==> src/rtl/exp_unit_arbiter.sv <==
// exp_unit_arbiter: shares one single-issue, in-order BF16 exp unit among N_REQ
// requesters. The issue side uses round-robin arbitration. A grant that the unit
// has stalled is locked until the unit accepts it. Every issued requester id is
// pushed into an in-order tag FIFO, and the FIFO head steers each returning
// result back to the requester that issued it.
// Optional feature: define ARB_STATS_EN to add the grant_count port. The port
// carries saturating per-requester 16-bit issue counters.
module exp_unit_arbiter #(
  parameter int N_REQ     = 4,
  parameter int DATA_W    = 16,
  parameter int MAX_OUTST = 2
) (
  input  logic                    clk,
  input  logic                    rst,
  input  logic [N_REQ-1:0]        req_valid,
  output logic [N_REQ-1:0]        req_ready,
  input  logic [N_REQ*DATA_W-1:0] req_data,
  output logic [N_REQ-1:0]        rsp_valid,
  input  logic [N_REQ-1:0]        rsp_ready,
  output logic [DATA_W-1:0]       rsp_data,
  output logic                    unit_in_valid,
  input  logic                    unit_in_ready,
  output logic [DATA_W-1:0]       unit_in_data,
  input  logic                    unit_out_valid,
  output logic                    unit_out_ready,
  input  logic [DATA_W-1:0]       unit_out_data,
  output logic                    busy,
  output logic                    err_orphan
`ifdef ARB_STATS_EN
  ,
  output logic [N_REQ*16-1:0]     grant_count
`endif
);

  localparam int ID_W  = $clog2(N_REQ);
  localparam int PTR_W = (MAX_OUTST > 1) ? $clog2(MAX_OUTST) : 1;
  localparam int CNT_W = $clog2(MAX_OUTST + 1);

  typedef enum logic {
    ST_OPEN   = 1'b0,
    ST_LOCKED = 1'b1
  } lock_st_e;

  lock_st_e           lock_q, lock_d;
  logic [ID_W-1:0]    locked_id_q, locked_id_d;
  logic [ID_W-1:0]    rr_ptr_q, rr_ptr_d;
  logic [ID_W-1:0]    tag_mem_q [MAX_OUTST];
  logic [PTR_W-1:0]   rd_ptr_q, rd_ptr_d;
  logic [PTR_W-1:0]   wr_ptr_q, wr_ptr_d;
  logic [CNT_W-1:0]   cnt_q, cnt_d;
  logic               err_orphan_q, err_orphan_d;

  logic [ID_W-1:0]    grant_rr;
  logic [ID_W-1:0]    grant;
  logic [ID_W-1:0]    head;
  logic               can_issue;
  logic               empty;
  logic               issue;
  logic               pop;

  // Wrapping increment for the FIFO pointers, which need not be a power of two.
  function automatic logic [PTR_W-1:0] ptr_inc(input logic [PTR_W-1:0] p);
    return (p == PTR_W'(MAX_OUTST - 1)) ? '0 : p + PTR_W'(1);
  endfunction

  // Wrapping increment for requester ids (mod N_REQ).
  function automatic logic [ID_W-1:0] id_inc(input logic [ID_W-1:0] id);
    return (id == ID_W'(N_REQ - 1)) ? '0 : id + ID_W'(1);
  endfunction

  // Saturating increment for the 16-bit statistics counters.
  function automatic logic [15:0] sat_inc16(input logic [15:0] v);
    return (v == 16'hFFFF) ? v : v + 16'd1;
  endfunction

  assign empty     = (cnt_q == '0);
  assign can_issue = (cnt_q < CNT_W'(MAX_OUTST));
  assign head      = tag_mem_q[rd_ptr_q];

  // Round-robin scan: the first valid requester at or after rr_ptr wins.
  always_comb begin
    logic             found;
    logic [ID_W-1:0]  idx;
    grant_rr = rr_ptr_q;
    found    = 1'b0;
    idx      = '0;
    for (int k = 0; k < N_REQ; k++) begin
      idx = ID_W'((int'(rr_ptr_q) + k) % N_REQ);
      if (!found && req_valid[idx]) begin
        found    = 1'b1;
        grant_rr = idx;
      end
    end
  end

  // Lock FSM next state and issue-side outputs. A stalled grant is held
  // until the unit accepts it.
  always_comb begin
    lock_d        = lock_q;
    locked_id_d   = locked_id_q;
    grant         = (lock_q == ST_LOCKED) ? locked_id_q : grant_rr;
    unit_in_valid = can_issue && ((|req_valid) || (lock_q == ST_LOCKED));
    issue         = unit_in_valid && unit_in_ready;
    req_ready     = '0;
    if (issue) begin
      req_ready[grant] = 1'b1;
      lock_d           = ST_OPEN;
    end else if (unit_in_valid) begin
      lock_d      = ST_LOCKED;
      locked_id_d = grant;
    end
  end

  assign unit_in_data = req_data[int'(grant)*DATA_W +: DATA_W];

  // Return path: only the FIFO head may take the result, and only if it is ready.
  always_comb begin
    rsp_valid      = '0;
    unit_out_ready = !empty && rsp_ready[head];
    pop            = unit_out_valid && unit_out_ready;
    if (unit_out_valid && !empty) begin
      rsp_valid[head] = 1'b1;
    end
  end

  assign rsp_data = unit_out_data;

  // Next-state calculation for the arbitration pointer, the tag FIFO, the
  // outstanding count and the orphan flag.
  always_comb begin
    rr_ptr_d     = rr_ptr_q;
    rd_ptr_d     = rd_ptr_q;
    wr_ptr_d     = wr_ptr_q;
    cnt_d        = cnt_q;
    err_orphan_d = err_orphan_q | (unit_out_valid && empty);
    if (issue) begin
      rr_ptr_d = id_inc(grant);
      wr_ptr_d = ptr_inc(wr_ptr_q);
    end
    if (pop) begin
      rd_ptr_d = ptr_inc(rd_ptr_q);
    end
    case ({issue, pop})
      2'b10:   cnt_d = cnt_q + CNT_W'(1);
      2'b01:   cnt_d = cnt_q - CNT_W'(1);
      default: cnt_d = cnt_q;
    endcase
  end

  // Control state registers. A reset drops every in-flight tag.
  always_ff @(posedge clk) begin
    if (rst) begin
      lock_q       <= ST_OPEN;
      rr_ptr_q     <= '0;
      rd_ptr_q     <= '0;
      wr_ptr_q     <= '0;
      cnt_q        <= '0;
      err_orphan_q <= 1'b0;
    end else begin
      lock_q       <= lock_d;
      rr_ptr_q     <= rr_ptr_d;
      rd_ptr_q     <= rd_ptr_d;
      wr_ptr_q     <= wr_ptr_d;
      cnt_q        <= cnt_d;
      err_orphan_q <= err_orphan_d;
    end
  end

  // Data-side storage. The locked id and the FIFO entries are only read
  // while the lock flag or the count marks them as valid, so they need no reset.
  always_ff @(posedge clk) begin
    locked_id_q <= locked_id_d;
    if (issue) begin
      tag_mem_q[wr_ptr_q] <= grant;
    end
  end

  assign busy       = (cnt_q != '0) || unit_in_valid;
  assign err_orphan = err_orphan_q;

`ifdef ARB_STATS_EN
  logic [15:0] gcnt_q [N_REQ];

  // Per-requester issue counters that saturate at their maximum value.
  always_ff @(posedge clk) begin
    for (int i = 0; i < N_REQ; i++) begin
      if (rst) begin
        gcnt_q[i] <= '0;
      end else if (issue && (grant == ID_W'(i))) begin
        gcnt_q[i] <= sat_inc16(gcnt_q[i]);
      end
    end
  end

  // Flatten the counters onto the grant_count port.
  always_comb begin
    grant_count = '0;
    for (int i = 0; i < N_REQ; i++) begin
      grant_count[i*16 +: 16] = gcnt_q[i];
    end
  end
`endif

endmodule

==> config.mk <==
export PLATFORM = sky130hd
export DESIGN_NAME = exp_unit_arbiter
export DESIGN_NICKNAME = d
export VERILOG_FILES = /design/src/rtl/exp_unit_arbiter.sv
export SDC_FILE = /design/constraint.sdc
export NUM_CORES = 1
export LEC_CHECK = 0
export BUFFER_PORTS_ARGS = -buffer_cell sky130_fd_sc_hd__buf_2
export CORE_MARGIN = 2
export CORE_UTILIZATION = 39
export CTS_CLUSTER_SIZE = 12
export DETAILED_ROUTE_END_ITERATION = 16
export HOLD_SLACK_MARGIN = 0.06
export PLACE_DENSITY = 0.83
export SLEW_MARGIN = 20
export SYNTH_ARGS = -nofsm -noshare
export SYNTH_HDL_FRONTEND = slang
export SYNTH_SLANG_ARGS = --single-unit
==> constraint.sdc <==
create_clock -name clk -period 2.9 [get_ports clk]
set_input_delay 0.435 -clock clk [delete_from_list [all_inputs] [get_ports clk]]
set_output_delay 0.435 -clock clk [all_outputs]
set_load 0.005 [all_outputs]
==> impl_metrics.ini, run 1 <==
[run_status]
status = finished clean

[run]
max_cap_viol_count = 0

[min_path]
worstHoldEndpoint = err_orphan$_SDFF_PP0_
hold_depth = 3
hold_path_class = primary input to flip-flop
hp-start = unit_out_valid

[synthesis]
synth_cell_type_count = 42
synthArstFlopShare_pct = 0
netlist_instances = 212
synth_edf_count = 6
synth_warnings = 0
synthTopCellsByArea = a31oi_1, dfxtp_1, o21ai_0
synth_area_leader_cell = a31oi_1
ys_seq_area_share_pct = 21.9
synth_nets = 306
synth_area_per_cell_um2 = 7.75
synth_top_area_share_pct = 12.6
ys_ff_latch = 15
synth_area_um2 = 1640
yosys_most_used_dff = dfxtp_1

[timing]
slew-limit-headroom_pct = 40.9
fin_crit_sh_pct = 92.4
holdWs_ns = 0.439
finalCriticalPeriod_ns = 2.68
max_clock_freq_mhz = 373
slew_violations = 0
grt_setup_unrepaired = no
setup_viol = 0
worstMarginPinSlew_ns = 0.886
hold_viol = 0
worst_clock_skew_ns = 0.000791
fin_tns_setup_ns = 0

[global_route]
met1_usage_pct = 25.5
grt_pass1_vias = 1468
grt_busiest_layer = met2
met2_usage_pct = 28.8
overflow = 0
gr-usage-all-layers_pct = 17.8
grtUsageMet3_pct = 0.974
grt_pass1_wl_um = 6530
grt_max_degree = 36
antenna_found_initial = 0

[route]
drt_wl_total_um = 4980
wire_per_inst_um = 14.7
drt_iter0_drc = 155
drcViolationCount = 0
final_antenna_net_count = 0
vias = 1954
vias_per_cell = 5.76
drt-pass1-iter-count = 4

[final_layout]
final_common_cell = buf_2
layout_common_cells = buf_2, o21ai_0, a31oi_1
final_util_pct = 51.7
multi_input_area_um2 = 1050
drive_above_1_share_pct = 42.2
n_fill_cell = 398
num_antenna_cells = 0
regArea_um2 = 360
area_growth_pct = 26.7
nNetsFinal = 384
final_area_um2 = 2080

[floorplan]
initial_core_util_pct = 40.8
rows = 23
die_w_um = 68.9
io_pins = 136
die_h_um = 68.9
die-area_um2 = 4750
coreArea_um2 = 4030

[place]
placed_cell_area_um2 = 2040
io_buffer_count = 103
place.gp.congestion = 0.713
hpwl_um = 3770

[worst_setup_path]
cp_max_fo = 32
cp.required_ns = 2.47
critPathLaunch = rr_ptr_q[0]$_SDFFE_PP0P_
slowest_delay_ns = 0.52
path_delay_family = compound AO/OA/AOI/OAI gates
slowest_stage = o2111a_2
reg2reg_setup_slack_ns = 0.66
cp-end-kind = primary output
reg2reg_depth = 6
worst_setup_path_start_kind = flip-flop
r2r-end = cnt_q[1]$_SDFFE_PP0P_
criticalPathCategory = flip-flop to primary output
crit_buf_inv = 1
crit_arrival_ns = 2.24
worstPathCellList = mux2_4 -> a2bb2oi_2 -> o2111a_2 -> o21ai_0 -> a22oi_1 -> buf_2

[clock_tree]
h-tree-depth = 1
worstSkewPairLatency_ns = 0.24
postCtsResizedCells = 0
clkSlewWorstSetupHoldPaths_ns = 0.06
cts.sinks = 15
clk_path_buf_depth = 2
cts_setup_buffers = 0
clock_tree.root_cell = clkbuf_8
numCtsBuffers = 3
hold_buffers = 0
cts_tree = built

[power_and_ir_drop]
total_power_w = 0.00144
leakage_nw = 0.917
vdd_drop_max_uv = 294
power_density_nw_per_um2 = 693
-- area by class of cell --
type / instances / share of cell area, %
sequential: 15 / 17.3
multi-input combinational: 160 / 50.4
clock buffer: 4 / 2.16
inverter: 4 / 0.721
tap: 50 / 3.00
timing repair buffer: 106 / 26.4
-- synth_stat cells (2+ instances only) --
| cell | instances |
|---|---|
| a22oi_1 | 16 |
| and2_1 | 2 |
| inv_1 | 3 |
| nor2b_1 | 4 |
| xnor2_1 | 3 |
| nor4bb_1 | 2 |
| mux2i_1 | 2 |
| nor3_1 | 2 |
| nor2_1 | 17 |
| o21ai_0 | 36 |
| ha_1 | 2 |
| buf_2 | 4 |
| a31oi_1 | 33 |
| or3_1 | 2 |
| dfxtp_1 | 9 |
| o21bai_1 | 2 |
| buf_4 | 18 |
| a21oi_1 | 9 |
| nand2_1 | 6 |
| nand3_1 | 2 |
| and3_1 | 2 |
| or3b_2 | 2 |
| buf_6 | 4 |
| clkbuf_1 | 7 |
| edfxtp_1 | 6 |
-- where the power goes --
part | internal, W | switching [W] | total [W]
clock network | 0.0000969 | 0.0000636 | 0.000160
logic | 0.000428 | 0.000497 | 0.000925
registers | 0.000291 | 0.0000669 | 0.000358
-- routing by layer --
layer	wire, µm	vias to the layer above
li1	-	952
met1	2110	907
met2	2500	85
met3	327	10
met4	50	0
met5	0	-
-- flip-flops by register name (all words and copies together) (netlist names), named ones only --
signal       flops
lock_q           1
tag_mem_q        4
locked_id_q      2
rr_ptr_q         2
err_orphan       1
wr_ptr_q         1
cnt_q            2
rd_ptr_q         1
-- worst max-delay path by stage --
stage                             to  depth (start not counted)
floorplan               req_ready[3]                          7
global placement     unit_in_data[1]                          7
finish               unit_in_data[1]                          6
global route         unit_in_data[5]                          6
CTS                 unit_in_data[12]                          6
detailed placement  unit_in_data[12]                          7
-- worst reg2reg max path, cell delays in order, from the launching register on --
cell,delay [ns]
dfxtp_1,0.49
mux2i_4,0.30
mux2i_1,0.16
a2111oi_4,0.42
ha_1,0.33
or3_1,0.35
a21oi_1,0.13
-- through the flow --
step | worst slack (ns) | std cells
global route | 0.0154 | 339
global placement | 0.424 | 335
CTS | 0.236 | 339
floorplan | 0.755 | 212
detailed placement | 0.360 | 335
finish | 0.221 | 339
-- kinds of logic (layout without fill, tap and decap cells) --
logic type,Yosys count,after routing,synth area share (%)
flops,15,15,21.9
compound gates,104,104,41.3
xor+xnor,4,4,2.13
simple gates,45,45,14.2
buf+inv,37,114,14.7
mux,5,5,4.19
fa+ha+maj,2,2,1.52
(Power assumes the default switching activity.)
==> run 2, diff against run 1 <==
--- a/config.mk
+++ b/config.mk
@@ -6,13 +6,13 @@
 export NUM_CORES = 1
 export LEC_CHECK = 0
 export BUFFER_PORTS_ARGS = -buffer_cell sky130_fd_sc_hd__buf_2
-export CORE_MARGIN = 2
+export CORE_MARGIN = 4
 export CORE_UTILIZATION = 39
 export CTS_CLUSTER_SIZE = 12
 export DETAILED_ROUTE_END_ITERATION = 16
+export GPL_TIMING_DRIVEN = 0
 export HOLD_SLACK_MARGIN = 0.06
 export PLACE_DENSITY = 0.83
-export SLEW_MARGIN = 20
 export SYNTH_ARGS = -nofsm -noshare
 export SYNTH_HDL_FRONTEND = slang
 export SYNTH_SLANG_ARGS = --single-unit
==> run 2 against run 1 <==
Against the previous run:
- worst hold slack about the same
- die area increased by 12%
- clock skew increased by 0.0023 ns
- clock power increased by 2%
- register-to-register slack improved by 0.06 ns
- largest cell class unchanged
- via count increased by 9.0%
- combinational power increased by 10%
- flip-flop and latch count unchanged
- critical endpoint is now req_ready[3]
- design area increased by 13%
==> impl_metrics.ini, run 2 (synthesis results as in run 1) <==
[global_route]
antenna_found_initial = 0
overflow = 0
grt_pass1_wl_um = 8880
grt_pass1_vias = 2074
grt_max_degree = 11
gr-usage-all-layers_pct = 20.4

[clock_tree]
clock_tree.root_cell = clkbuf_8
clkSlewWorstSetupHoldPaths_ns = 0.06
postCtsResizedCells = 0
worstSkewPairLatency_ns = 0.25
cts_tree = built
h-tree-depth = 1
numCtsBuffers = 3
hold_buffers = 0
cts_setup_buffers = 0
clk_path_buf_depth = 2
cts.sinks = 15

[worst_setup_path]
reg2reg_depth = 6
reg2reg_setup_slack_ns = 0.72
r2r-end = cnt_q[1]$_SDFFE_PP0P_
cp.required_ns = 2.47
crit_arrival_ns = 2.17
cp-end-kind = primary output
cp_max_fo = 10
criticalPathCategory = flip-flop to primary output
r2r-start = tag_mem_q[1][0]$_DFFE_PP_
worst_setup_path_start_kind = flip-flop

[route]
drcViolationCount = 0
vias = 2130
final_antenna_net_count = 0
drt_wl_total_um = 5850
wire_per_inst_um = 15.2
drt-pass1-iter-count = 4
vias_per_cell = 5.55
drt_iter0_drc = 155

[floorplan]
io_pins = 136
die-area_um2 = 5310
coreArea_um2 = 4030
die_w_um = 72.9
initial_core_util_pct = 40.8
rows = 23
die_h_um = 72.9

[place]
hpwl_um = 4710
place.gp.congestion = 0.901
dp_cells = 380
io_buffer_count = 118
post-place-ws_ns = 0.352

[timing]
finalCriticalPeriod_ns = 2.60
max_clock_freq_mhz = 385
layout_setup_ws_ns = 0.299
slew-limit-headroom_pct = 66.4
fin_crit_sh_pct = 89.7
grt_setup_unrepaired = no
worst_clock_skew_ns = 0.00309
setup_viol = 0
worstMarginPinSlew_ns = 0.499
slew_violations = 0
hold_viol = 0
fin_tns_setup_ns = 0

[final_layout]
layout_common_cells = buf_2, o21ai_0, a31oi_1
num_antenna_cells = 0
drive_above_1_share_pct = 47.9
layout.cells.non_filler = 384
nNetsFinal = 429
area_growth_pct = 42.6
largest_reg_flops = 4
final_common_cell = buf_2
n_fill_cell = 381
largest_register = tag_mem_q

[min_path]
hold_path_class = primary input to flip-flop
worstHoldEndpoint = err_orphan$_SDFF_PP0_
hold_depth = 3
hp-start = unit_out_valid

[power_and_ir_drop]
vdd_drop_max_uv = 267
power_density_nw_per_um2 = 654
total_power_w = 0.00153
leakage_nw = 1.10

[run]
max_cap_viol_count = 0

[run_status]
status = finished clean
## run 2: layer usage
layer,track usage (%),vias up,routed length [µm]
li1,-,1038,-
met1,26.1,981,2400
met2,33.4,96,2920
met3,3.31,15,406
met4,9.63,0,133
met5,0,-,0
## run 2: report_power, final
group          internal (W)  total (W)  switching (W)  leakage [nW]
Clock             0.0000950   0.000164      0.0000689        0.0255
Combinational      0.000481    0.00102       0.000537         0.939
Sequential         0.000291   0.000349      0.0000583         0.132
## run 2: worst max-delay path, stage by stage (launching register included)
cell	delay [ns]
dfxtp_1	0.39
mux2_4	0.30
a2bb2oi_2	0.15
o2111ai_4	0.34
buf_6	0.20
nand2_1	0.06
ha_1	0.19
and3_1	0.16
buf_2	0.12
## run 2: per-stage QoR
stage | cell area (µm²) | hold WS, ns | utilization (%)
floorplan | 1640 | 0.460 | -
global placement | 2300 | 0.444 | 57.0
detailed placement | 2300 | 0.463 | 57.0
CTS | 2340 | 0.437 | 58.1
global route | 2340 | 0.496 | 58.1
finish | 2340 | 0.439 | 58.1
## run 2: worst max-delay path by stage
stage	from	end	slack [ns]	cells after the start
2_1_floorplan	req_valid[0]	req_ready[3]	0.75	7
3_3_place_gp	req_valid[0]	req_ready[3]	0.35	9
3_5_place_dp	req_valid[0]	req_ready[3]	0.35	9
4_1_cts	rr_ptr_q[1]$_SDFFE_PP0P_	req_ready[3]	0.30	8
5_1_grt	rr_ptr_q[1]$_SDFFE_PP0P_	unit_in_data[7]	0.18	7
6_report	rr_ptr_q[1]$_SDFFE_PP0P_	req_ready[3]	0.30	8
## run 2: area by class of cell
type	instances	area (µm²)	area share, %
buffer	33	226	9.67
clock buffer	3	41.3	1.76
clock inverter	1	5.00	0.214
inverter	4	15.0	0.641
multi-input combinational	160	1040	44.4
sequential	15	360	15.4
tap	50	62.6	2.67
timing repair buffer	118	591	25.2
==> run 3, diff against run 2 <==
--- a/config.mk
+++ b/config.mk
@@ -6,13 +6,14 @@
 export NUM_CORES = 1
 export LEC_CHECK = 0
 export BUFFER_PORTS_ARGS = -buffer_cell sky130_fd_sc_hd__buf_2
-export CORE_MARGIN = 4
+export CORE_MARGIN = 2
 export CORE_UTILIZATION = 39
 export CTS_CLUSTER_SIZE = 12
 export DETAILED_ROUTE_END_ITERATION = 16
 export GPL_TIMING_DRIVEN = 0
 export HOLD_SLACK_MARGIN = 0.06
 export PLACE_DENSITY = 0.83
+export REMOVE_ABC_BUFFERS = 1
 export SYNTH_ARGS = -nofsm -noshare
 export SYNTH_HDL_FRONTEND = slang
 export SYNTH_SLANG_ARGS = --single-unit
==> run 3 against run 2 <==
Against the previous run:
- core utilization shrank 5.6 points
- flip-flop and latch count is the same
- design area shrank 9.7%
- global-route usage grew 1.2 points
- cell count shrank 11%
- clock power grew 3%
- via count shrank 5.7%
- routed wire length shrank 4.7%
- critical path type unchanged
- largest cell class unchanged
- highest routed layer unchanged
==> impl_metrics.ini, run 3 (synthesis results as in run 1) <==
[global_route]
overflow = 0
grt_busiest_layer = met2
grt_max_degree = 36
met1_usage_pct = 28.3
grtUsageMet3_pct = 6.33
grt_pass1_wl_um = 7710
gr-usage-all-layers_pct = 21.6
antenna_found_initial = 0
met2_usage_pct = 33.9
grt_pass1_vias = 1693

[final_layout]
largest_reg_flops = 4
n_fill_cell = 393
drive_above_1_share_pct = 43.1
nNetsFinal = 385
layout_common_cells = buf_2, o21ai_0, a31oi_1
final_util_pct = 52.5
largest_register = tag_mem_q
final_common_cell = buf_2
area_growth_pct = 28.8
num_antenna_cells = 0
regArea_um2 = 360
multi_input_area_um2 = 1090

[place]
place.gp.congestion = 0.705
io_buffer_count = 103
hpwl_um = 3850

[worst_setup_path]
criticalPathCategory = flip-flop to primary output
cp.required_ns = 2.47
cp-end-kind = primary output
crit_arrival_ns = 2.33
worst_setup_path_start_kind = flip-flop
critPathLaunch = rr_ptr_q[1]$_SDFFE_PP0P_
cp_max_fo = 18

[clock_tree]
cts.sinks = 15
numCtsBuffers = 3
clkSlewWorstSetupHoldPaths_ns = 0.06
clock_tree.root_cell = clkbuf_8
worstSkewPairLatency_ns = 0.25
hold_buffers = 0
h-tree-depth = 1
cts_tree = built
clk_path_buf_depth = 2

[power_and_ir_drop]
vdd_drop_max_uv = 240
leakage_nw = 0.920
power_density_nw_per_um2 = 704
total_power_w = 0.00149

[route]
wire_per_inst_um = 16.4
drt_wl_total_um = 5580
final_antenna_net_count = 0
drcViolationCount = 0
drt_iter0_drc = 143
vias_per_cell = 5.91
vias = 2009
drt-pass1-iter-count = 5

[floorplan]
die_w_um = 68.9
rows = 23
initial_core_util_pct = 40.8
coreArea_um2 = 4030
io_pins = 136
die_h_um = 68.9
die-area_um2 = 4750

[timing]
slew-limit-headroom_pct = 23.6
slew_violations = 0
finalCriticalPeriod_ns = 2.76
setup_viol = 0
worstMarginPinSlew_ns = 1.14
grt_setup_unrepaired = no
worst_clock_skew_ns = 0.00289
max_clock_freq_mhz = 362
hold_viol = 0
fin_crit_sh_pct = 95.3

[min_path]
hp-start = unit_out_valid
hold_path_class = primary input to flip-flop

[run]
max_cap_viol_count = 0

[run_status]
status = finished clean
run 3: cell count changes in the layout (fill, tap and decap cells not counted), sizes merged:
cell | before | now
buf | 144 | 105
clkbuf | 10 | 4
clkinv | 1 | 0
o2111a | 1 | 2
o2111ai | 1 | 2
run 3: routing by layer:
layer  vias to the layer above  part of all wire (%)  wire length [µm]
li1                        961                     -                 -
met1                       935                    42              2370
met2                       108                    49              2710
met3                         5                   8.2               457
met4                         0                  0.74                41
met5                         -                     0                 0
run 3: per-stage QoR:
stage / instance area, µm² / cells / hold WS (ns) / worst slack, ns / setup TNS [ns]
5_1_grt: 2120 / 340 / 0.453 / 0.0386 / 0
6_report: 2120 / 340 / 0.431 / 0.137 / 0
4_1_cts: 2080 / 338 / 0.427 / 0.0908 / 0
3_3_place_gp: 1990 / 332 / 0.440 / -0.988 / -17.06
3_5_place_dp: 2020 / 333 / 0.454 / 0.0246 / 0
2_1_floorplan: 1420 / 179 / 0.460 / 0.173 / 0
run 3: critical path, cell delays in order (launching register included):
cell       delay [ns]
dfxtp_1          0.40
mux2_4           0.31
a2bb2oi_2        0.19
o2111ai_4        0.55
nand2_1          0.13
ha_1             0.22
and3_1           0.16
buf_2            0.12
run 3: path summary, 6_finish.rpt:
| kind | end | slack (ns) | cells after the start |
|---|---|---|---|
| setup / recovery | req_ready[3] | 0.14 | 7 |
| hold / removal | err_orphan$_SDFF_PP0_ | 0.43 | 3 |
| setup reg to reg | cnt_q[1]$_SDFFE_PP0P_ | 0.61 | 6 |
| hold reg to reg | err_orphan$_SDFF_PP0_ | 0.46 | 2 |
run 3: cell type report:
type	count	share of cell area (%)
clock buffers	4	2.13
flip-flops and latches	15	17.0
multi-input cells	162	51.7
inverters	4	0.710
well taps	50	2.96
repair buffers	105	25.4
run 3: timing repair:
item	CTS	global route
resized for setup	0	4
setup endpoints to repair	1	17
endpoints found under the hold margin	0	0
pin swaps	1	2
gates cloned	1	1
setup buffers	0	1
run 3: power by group:
group          switching, W  internal, W
Combinational      0.000525     0.000438
Sequential        0.0000686     0.000291
Clock             0.0000713    0.0000974
Total              0.000665     0.000826
